[src/rtl/pc_pkg.sv]
// Shared definitions for the program-counter byte blocks.
package pc_pkg;

  typedef enum logic [1:0] {
    IDLE,
    ACK,
    WAIT_CLR
  } pch_state_t;

  localparam int PC_BYTE_W = 8;
  localparam logic [PC_BYTE_W-1:0] PCH_RESET = 8'h00;

endpackage

[src/rtl/pch_carry_unit.sv]
// PC high byte: services the carry/borrow handshake from PCL and accepts
// parallel loads from the data bus and the ADH bus.
module pch_carry_unit
  import pc_pkg::*;
#(
  parameter int               WIDTH       = PC_BYTE_W,
  parameter logic [WIDTH-1:0] RESET_VALUE = WIDTH'(PCH_RESET)
) (
  input  logic             clk,
  input  logic             reset_n,
  input  logic             carry_from_pcl,
  input  logic             borrow_from_pcl,
  output logic             carry_done,
  output logic             page_cross,
  input  logic             load_db,
  input  logic [WIDTH-1:0] db_in,
  output logic [WIDTH-1:0] db_out,
  input  logic             load_adh,
  input  logic [WIDTH-1:0] address_high_in,
  output logic [WIDTH-1:0] address_high_out,
  output logic             busy
);

  localparam logic [WIDTH-1:0] ONE = WIDTH'(1);

  pch_state_t       state_q, state_d;
  logic [WIDTH-1:0] pch_q, pch_d;
  logic             carry_done_q, carry_done_d;
  logic             page_cross_q, page_cross_d;
  logic             busy_q, busy_d;
  logic             req;

  assign req = carry_from_pcl | borrow_from_pcl;

  always_comb begin
    state_d      = state_q;
    pch_d        = pch_q;
    carry_done_d = 1'b0;
    page_cross_d = 1'b0;

    case (state_q)
      IDLE: begin
        if (req) begin
          state_d      = ACK;
          carry_done_d = 1'b1;
          // Simultaneous carry and borrow cancel out but are still acknowledged.
          if (carry_from_pcl ^ borrow_from_pcl) begin
            pch_d        = carry_from_pcl ? pch_q + ONE : pch_q - ONE;
            page_cross_d = 1'b1;
          end
        end
      end
      ACK:      state_d = WAIT_CLR;
      WAIT_CLR: if (!req) state_d = IDLE;
      default:  state_d = IDLE;
    endcase

    // Loads win over any adjustment and never disturb the handshake state.
    if (load_adh) begin
      pch_d        = address_high_in;
      page_cross_d = 1'b0;
    end else if (load_db) begin
      pch_d        = db_in;
      page_cross_d = 1'b0;
    end

    busy_d = (state_d != IDLE);
  end

  always_ff @(posedge clk or negedge reset_n) begin
    if (!reset_n) begin
      state_q      <= IDLE;
      pch_q        <= RESET_VALUE;
      carry_done_q <= 1'b0;
      page_cross_q <= 1'b0;
      busy_q       <= 1'b0;
    end else begin
      state_q      <= state_d;
      pch_q        <= pch_d;
      carry_done_q <= carry_done_d;
      page_cross_q <= page_cross_d;
      busy_q       <= busy_d;
    end
  end

  assign carry_done       = carry_done_q;
  assign page_cross       = page_cross_q;
  assign busy             = busy_q;
  assign db_out           = pch_q;
  assign address_high_out = pch_q;

endmodule

[config.mk]
export PLATFORM = sky130hd
export DESIGN_NAME = pch_carry_unit
export DESIGN_NICKNAME = d
export VERILOG_FILES = /design/src/rtl/pc_pkg.sv /design/src/rtl/pch_carry_unit.sv
export SDC_FILE = /design/constraint.sdc
export NUM_CORES = 1
export LEC_CHECK = 0
export BUFFER_PORTS_ARGS = -buffer_cell sky130_fd_sc_hd__buf_4
export CAP_MARGIN = 20
export CORE_MARGIN = 10
export CORE_UTILIZATION = 30
export DETAILED_ROUTE_END_ITERATION = 16
export GPL_TIMING_DRIVEN = 1
export HOLD_SLACK_MARGIN = 0.03
export PLACE_DENSITY = 0.63
export SYNTH_ARGS = -nofsm -noshare
export SYNTH_HDL_FRONTEND = slang
export SYNTH_SLANG_ARGS = --single-unit
[constraint.sdc]
create_clock -name clk -period 2.8 [get_ports clk]
set_clock_uncertainty 0.2 [all_clocks]
set_input_delay 0.42 -clock clk [delete_from_list [all_inputs] [get_ports clk]]
set_output_delay 0.42 -clock clk [all_outputs]
set_load 0.01 [all_outputs]
# Yosys cells after proc, flatten, opt, wreduce, memory -nomap -nowiden
# Index checks and enable logic that the tools add are counted.
# totals
in_bits	22
word_cells	33
regBits	13
output_inout_bits	19
# classes
n_reduce_logical	6
n_bitwise	2
add_sub_neg	2
eq_ne	2
mux	16
# ops
cell	count
8-bit two-way mux	6
3-bit nonzero test	3
8-bit by 1-bit adder with 8-bit output (second input constant)	1
8-bit by 1-bit subtractor with 8-bit output (second input constant)	1
1-bit two-way mux	7
2-bit case mux with 3 select lines	1
2-bit two-way mux	2
3-bit AND reduction	1
2-bit by 1-bit == test with 1-bit output (second input constant)	1
2-bit == test (second input constant)	1
2-bit zero test	1
2-bit nonzero test	1
1-bit bitwise OR	1
1-bit bitwise XOR	1

# Logic depth before layout (Yosys ltp)
# Gate-level depths: netlist (run 1).
# logic_depth
ltp_word	7
depth_mapped	8

# Worst setup path before layout (run 1)
# No wires, ideal clock.
# synth_timing
path_type	input port to flip-flop
startpoint	input port carry_from_pcl
endpoint	register pch_q[7] (netlist: address_high_out[7])
required_time_ns	2.473
arrival_ns	1.825
path_slack_ns	0.649
n_path_buf	0
setup_ns	0.127
cell_stages	6
path_cell_list	inv_1 ha_1 or4_1 mux2_2 nand3_1 o2bb2a_1
# synth_via
elab_chain_len	6
# synth_rtl
item	line	rtl
start: declaration	pch_carry_unit.sv:11	input logic carry_from_pcl,
8-bit two-way mux	pch_carry_unit.sv:48	pch_d = carry_from_pcl ? pch_q + ONE : pch_q - ONE;
8-bit two-way mux	pch_carry_unit.sv:47	if (carry_from_pcl ^ borrow_from_pcl) begin
8-bit two-way mux	pch_carry_unit.sv:43	if (req) begin
8-bit two-way mux	pch_carry_unit.sv:41	case (state_q)
8-bit two-way mux	pch_carry_unit.sv:62	end else if (load_db) begin
8-bit two-way mux	pch_carry_unit.sv:59	if (load_adh) begin
end signal: assignment	pch_carry_unit.sv:79	pch_q <= pch_d;
end: declaration	pch_carry_unit.sv:27	logic [WIDTH-1:0] pch_q, pch_d;
# Parallel ways exist; a longest one is shown, timed or not. The select of a mux whose other input is x is not followed.
# A chain may end at the register's enable or synchronous reset.

# Final worst setup path (run 1)
# Same ends and word-level chain as after synthesis.

==> results.md, run 1 <==
* Status: completed
* Port-buffer cells at 40
* DRT Pass-1 Iters at 4
* Antenna Nets Post-Route at 0
* Gate Count Post-Synth at 120
* Seq/Total Area, Yosys at about a third
* Post-synth EDFFs at 0
* DIE HEIGHT at 78.4 µm
* Antenna cell count at 0
* Worst Max-Slew Pin Slew at about 0.37 ns
* Post-Syn Area at 1020 µm²
* Pwr Density at approximately 610 nW/µm²
* Worst Hold Class: primary input to flip-flop
* CP required at around 2.8 ns
* Max-slew violations at 0
* DRT Wirelength at 2780 µm
* Total of max-cap violations at 0
* Largest net degree at the start of global routing at 21
* # rows at 21
* Total number of yosys warnings at 0
* Synth cell types at 37
* Post-synth ARST share at between 90% and 100%
* Fmax at 468 MHz
* Final Setup Violations at 0
* CTS Sinks at 13
* Pwr Total at between 0.0008 and 0.0009 W
* Power Internal at roughly 0.0005 W
* Synthesized area per cell at between 8 and 9 µm²
* Initial antenna violation count at 0
* Post-DP HPWL at ~2300 µm
* Fillers at 362
* Vias in the first global route at about 1000
* Number of DRC markers in iteration 0 at 62
* Overflow after GRT at 0
* Clk slew on worst S/H paths at around 0.08 ns
* Multi-input gate area at about 600 µm²
* Htree depth at 1
* Vias post-DR at between 900 and 1000
* First-pass GRT wire length at 4710 µm
* Placer congestion estimate at between 0.7 and 0.8
* TritonCTS clock tree: built
* Die area at between 6000 and 7000 µm²
* Period utilization at between 70 and 80%
* Top_reg_cell synth: dfrtp_1
* Initial Util at 30.9%
* Share of post-route cells with drive strength above 1 at a little under a third
* Dpl ws at about 0.37 ns
* FF-to-FF setup slack at roughly 0.67 ns
* Worst Setup End Kind: flip-flop
* Sw Share at 38.3%
* # nets final at ~180
* Post-Route Utilization at about two fifths
* Num CTS Buffers at 3
* Switching power total at 0.000311 W
* Fin worst setup slack at approximately 0.66 ns
* Post-route setup TNS at 0 ns
* Area growth from synthesis to layout at 30.6%
* Ports at 41
* Worst skew pair latency at about 0.27 ns
* Part of the power in registers at a little over a third
* Gates resized, CTS repair at 0
* Total core area at roughly 3300 µm²
* Static Leak at ~0.64 nW
* Critical-path maximum fanout at 10
* CTS root buffer: clkbuf_4
* # DRC at 0
* Die width at a little under 80 µm
* VDD IR-drop max at 0.220 mV
* RSZ-0062 raised after global routing: false
* Power share of the combinational group at between 40% and 50%
* CP Data Arrival Time at approximately 2.1 ns
* Tmin final at roughly 2.1 ns
* Clock Power Share at 14.4%
* Critical path class: primary input to flip-flop
* Rel. slew slack at ~75%
* Via density at about 4.8
* Synth Register Bits at 13
* WL per Instance at about 14 µm
* CTS max path bufs at 2
* Total Routing Usage GR at 9.17%
* Syn nets at 150
* FF+latch area at between 300 and 400 µm²
* Startpoint types: primary input
* Endpoints failing hold at 0
[per-stage QoR]
step	area, µm²	hold slack [ns]	instances
2_1_floorplan	1020	-0.0756	120
3_3_place_gp	1300	0.0764	193
3_5_place_dp	1300	0.0744	193
4_1_cts	1340	0.149	198
5_1_grt	1340	0.147	198
6_report	1340	0.154	198
[registers in the layout, indices dropped and copies added (netlist names)]
signal,flops
address_high_out,8
busy,1
carry_done,1
state_q,2
page_cross,1
[power groups by stage]
stage / Sequential, W / Combinational [W] / Clock [W]
finish: 0.000292 / 0.000403 / 0.000117
global route: 0.000303 / 0.000456 / 0.000129
CTS: 0.000293 / 0.000411 / 0.000122
detailed placement: 0.000297 / 0.000410 / 0
global placement: 0.000293 / 0.000403 / 0
floorplan: 0.000302 / 0.000259 / 0
[kinds of logic (layout without fill, tap and decap cells)]
group	count (synthesis)	count (layout)	share of synthesized area, %
buffers and inverters	19	51	10.1
AND/OR/NAND/NOR	33	33	15.9
AO/OA/AOI/OAI	36	36	21.4
multiplexers	5	5	5.13
adder cells (fa/ha/maj)	8	8	10.5
flip-flops	13	13	31.8
XOR/XNOR	6	6	5.14
[path summary, 6_finish.rpt]
kind / depth (start not counted) / end / start
max: 8 / address_high_out[7] / carry_from_pcl
min: 3 / address_high_out[0] / address_high_in[0]
max reg2reg: 6 / address_high_out[7] / address_high_out[2]
min reg2reg: 1 / carry_done / state_q[0]
max in group asynchronous: 2 / state_q[0] / reset_n
min in group asynchronous: 2 / page_cross / reset_n
[Yosys cell counts, types with 2 or more instances]
cell type | instances | share of area (%)
nor2_1 | 7 | 2.6
dfrtp_1 | 13 | 32
a21oi_1 | 11 | 5.4
inv_1 | 6 | 2.2
o21bai_1 | 2 | 1.5
nand3_1 | 2 | 0.98
xor2_1 | 3 | 2.6
nand2_1 | 12 | 4.4
ha_1 | 7 | 8.6
xnor2_1 | 3 | 2.6
mux2_2 | 2 | 2.2
o21ai_0 | 10 | 4.9
nor2b_1 | 3 | 1.8
clkbuf_1 | 2 | 0.73
a31oi_1 | 3 | 1.8
mux2i_1 | 3 | 2.9
buf_2 | 2 | 0.98
buf_4 | 8 | 5.9
nor3_2 | 2 | 2.0
nor3_1 | 2 | 0.98
[worst max-delay path, cell delays in order]
cell,delay [ns]
buf_4,0.11
inv_1,0.26
ha_1,0.35
a21oi_1,0.18
o22ai_1,0.12
mux2_2,0.26
a31oi_1,0.08
o2bb2a_1,0.30
[metal layers]
layer  global-route usage, %  vias up  part of all wire (%)
li1                        -      479                     -
met1                    10.6      432                    43
met2                    15.5       29                    48
met3                    3.64        2                   8.1
met4                    2.33        0                  0.90
met5                       0        -                     0
[cells in the final DEF, fill, tap and decap left out, drive strengths merged, types with 2 or more instances in the layout]
master and count:
buf 40, clkbuf 4, dfrtp 13, nor3 4
a21oi 11, nor2b 3, xnor2 3, o21bai 2
inv 6, nand3 2, xor2 3, nand2 12
o21ai 10, a31oi 3, mux2i 3, mux2 2
nor2 7, ha 7
[repair_timing]
item / 4_1_cts / 5_1_grt
hold endpoints to repair: 13 / 0
hold buffers: 1 / 0
buffers inserted: 0 / 0
[cell type report]
type	instances	area share, %
well taps	46	4.31
inverters	6	1.69
flip-flops and latches	13	24.3
multi-input cells	88	44.5
repair buffers	41	23.2
clock buffers	4	1.97
No activity file was read; power rests on OpenSTA's default activity.
==> run 2, diff against run 1 <==
- ABC_AREA: default -> 1
- PLACE_DENSITY: 0.63 -> 0.65
- clock period: 2.8 -> 1.9 ns (I/O delays scaled with it)
==> run 2 against run 1 <==
- flip-flop and latch count stayed put
- synthesized cell count is 18% higher
- setup slack worse by 0.52 ns
- critical path type unchanged
- non-clock buffer count is 9 higher
- wire length is 5.1% higher
- final cell count is 17% higher
- design area is 9.5% higher
- sequential power is 47% higher
- first-iteration DRC count is 27% lower
==> results.md, run 2 <==
* Share of Yosys cell area claimed by the top area cell type at a little under a third
* Synth Register Bits at 13
* TritonCTS clock tree: built
* Share of post-route cells with drive strength above 1 at ~33%
* Multi-input gate area at about 610 µm²
* Antenna cell count at 0
* Vias in the first global route at 1091
* Most frequent cell after synthesis: nand2_1
* Htree depth at 1
* Overflow after GRT at 0
* Largest net degree at the start of global routing at 14
* Synth cell count leaders: nand2_1, nor2_1, inv_1
* Worst skew pair latency at around 0.28 ns
* Max-slew violations at 0
* Tmin final at between 1.5 and 2 ns
* Post-synth EDFFs at 0
* Number of DRC markers in iteration 0 at 45
* RSZ-0062 raised after global routing: false
* CTS root buffer: clkbuf_4
* CP required at about 1.9 ns
* Rel. slew slack at about three quarters
* Final Setup Violations at 0
* Total Routing Usage GR at 9.53%
* Antenna Nets Post-Route at 0
* Critical path class: primary input to flip-flop
* DIE HEIGHT at around 79 µm
* Status: completed
* Initial Util at 31.2%
* WL met1 at between 1000 and 1500 µm
* Post-synth ARST share at 100%
* Vias post-DR at 1041
* Initial antenna violation count at 0
* Synth top area cells: dfrtp_1, nand2_1, ha_1
* Min Hold Slack at 0.0351 ns
* DR top layer: met4
* Num CTS Buffers at 3
* FF-to-FF setup slack at 0.18 ns
* Static Leak at 0.749 nW
* Area growth from synthesis to layout at 40.3%
* Ports at a little over 40
* Placer congestion estimate at approximately 0.85
* Via density at 4.49
* Most common cell after layout, fill and taps aside: buf_4
* CTS max path bufs at 2
* Startpoint types: primary input
* Worst Setup End Kind: flip-flop
* Fillers at around 350
* WL per Instance at between 10 and 15 µm
* CTS Sinks at 13
* Worst Max-Slew Pin Slew at about 0.40 ns
* DRT Wirelength at 2920 µm
* Pwr Density at 925 nW/µm²
* Post-synth top area cell: dfrtp_1
* # rows at 21
* Period utilization at between 90 and 100%
* Clk slew on worst S/H paths at ~0.09 ns
* Port-buffer cells at 40
* Fmax at 569 MHz
* # DRC at 0
* WL met3 at between 100 and 150 µm
* R2R Path Start: address_high_out[0]
* Seq/Total Area, Yosys at 31.2%
* Total number of yosys warnings at 0
* Critical-path maximum fanout at 8
* Die width at around 80 µm
* # nets final at roughly 220
* Syn nets at approximately 170
* Synthesized area per cell at 7.34 µm²
* Hold_sp: address_high_in[1]
* Post-DP HPWL at 2340 µm
* Worst Hold Class: primary input to flip-flop
* R2R depth at 6
* Die area at a little over 6000 µm²
* FF+latch area at 325 µm²
* Top_reg_cell synth: dfrtp_1
* Post-route setup TNS at 0 ns
* Total core area at ~3300 µm²
* VDD IR-drop max at 0.276 mV
* Hold EP: address_high_out[1]
* Max reg flops at 8
* WL met2 at 1430 µm
* Most frequent cells in the layout: buf_4, nand2_1, nor2_1
* Gate Count Post-Synth at 142
* First-pass GRT wire length at between 4000 and 5000 µm
* FF-to-FF End: address_high_out[4]
* Total of max-cap violations at 0
* DRT Pass-1 Iters at 4
* CP Data Arrival Time at around 1.7 ns
* Worst hold path depth at 3
* Post-Syn Area at around 1000 µm²
* Endpoints failing hold at 0
* Synth cell types at 25
==> run 2: cell count changes after synthesis, sizes merged, moves of 4 or more <==
cell | previous run | this run
inv | 6 | 14
nand2 | 12 | 36
nand3 | 2 | 11
nor2 | 7 | 17
nor3 | 4 | 0
o211ai | 0 | 4
o21ai | 10 | 0
==> run 2: how the worst max path moves through the flow <==
stage,from,end,slack [ns]
2_1_floorplan,carry_from_pcl,address_high_out[7],0.19
3_3_place_gp,carry_from_pcl,address_high_out[7],-0.06
3_5_place_dp,carry_from_pcl,address_high_out[7],-0.08
4_1_cts,address_high_out[3],address_high_out[7],0.17
5_1_grt,carry_from_pcl,address_high_out[7],0.001
6_report,carry_from_pcl,address_high_out[5],0.14
==> run 2: area by class of cell <==
cell class	instances	area share, %
flip-flops and latches	13	22.2
well taps	46	3.93
clock buffers	4	1.80
repair buffers	50	25.8
multi-input cells	104	41.7
inverters	15	4.45
==> run 2: routing by layer <==
| layer | up-vias | GRT usage [%] |
|---|---|---|
| met1 | 464 | 10.8 |
| met5 | - | 0 |
| li1 | 548 | - |
| met4 | 0 | 3.41 |
| met3 | 6 | 2.48 |
| met2 | 23 | 16.8 |
==> run 2: logic make-up after synthesis <==
kind of cell             after synthesis  synth area share (%)
AND/OR/NAND/NOR                       74                  31.7
buffers and inverters                 25                  12.6
AO/OA/AOI/OAI                         20                  12.5
flip-flops                            13                  31.2
adder cells (fa/ha/maj)                8                  10.3
XOR/XNOR                               2                  1.68
==> run 2: through the flow <==
step	setup WS [ns]	std cells	utilization, %	power, W	cell area [µm²]
2_1_floorplan	0.187	142	-	0.000882	1040
6_report	0.142	232	43.8	0.00135	1460
3_5_place_dp	-0.0789	225	41.4	0.00115	1380
4_1_cts	0.169	230	42.5	0.00134	1420
3_3_place_gp	-0.0596	225	41.4	0.00115	1380
5_1_grt	0.00118	232	43.8	0.00148	1460
==> run 2: critical path, stage by stage <==
cell and delay [ns]:
buf_4 0.10, clkinvlp_4 0.23, ha_1 0.28, or2_4 0.24, nor2_4 0.12, a21oi_4 0.10
buf_4 0.15, a21oi_1 0.13, a21oi_1 0.08
==> run 2: report_power, final <==
group          total, W  switching [W]  internal (W)
Combinational  0.000744       0.000355      0.000389
Clock          0.000180      0.0000982     0.0000814
Sequential     0.000429      0.0000740      0.000355
Total           0.00135       0.000527      0.000825
==> run 2: timing repair <==
| item | in CTS | in global routing |
|---|---|---|
| setup endpoints to repair | 0 | 1 |
| buffers inserted | 0 | 2 |
| hold endpoints to repair | 13 | 0 |
| gates resized for setup | 0 | 3 |
| hold buffers | 1 | 0 |
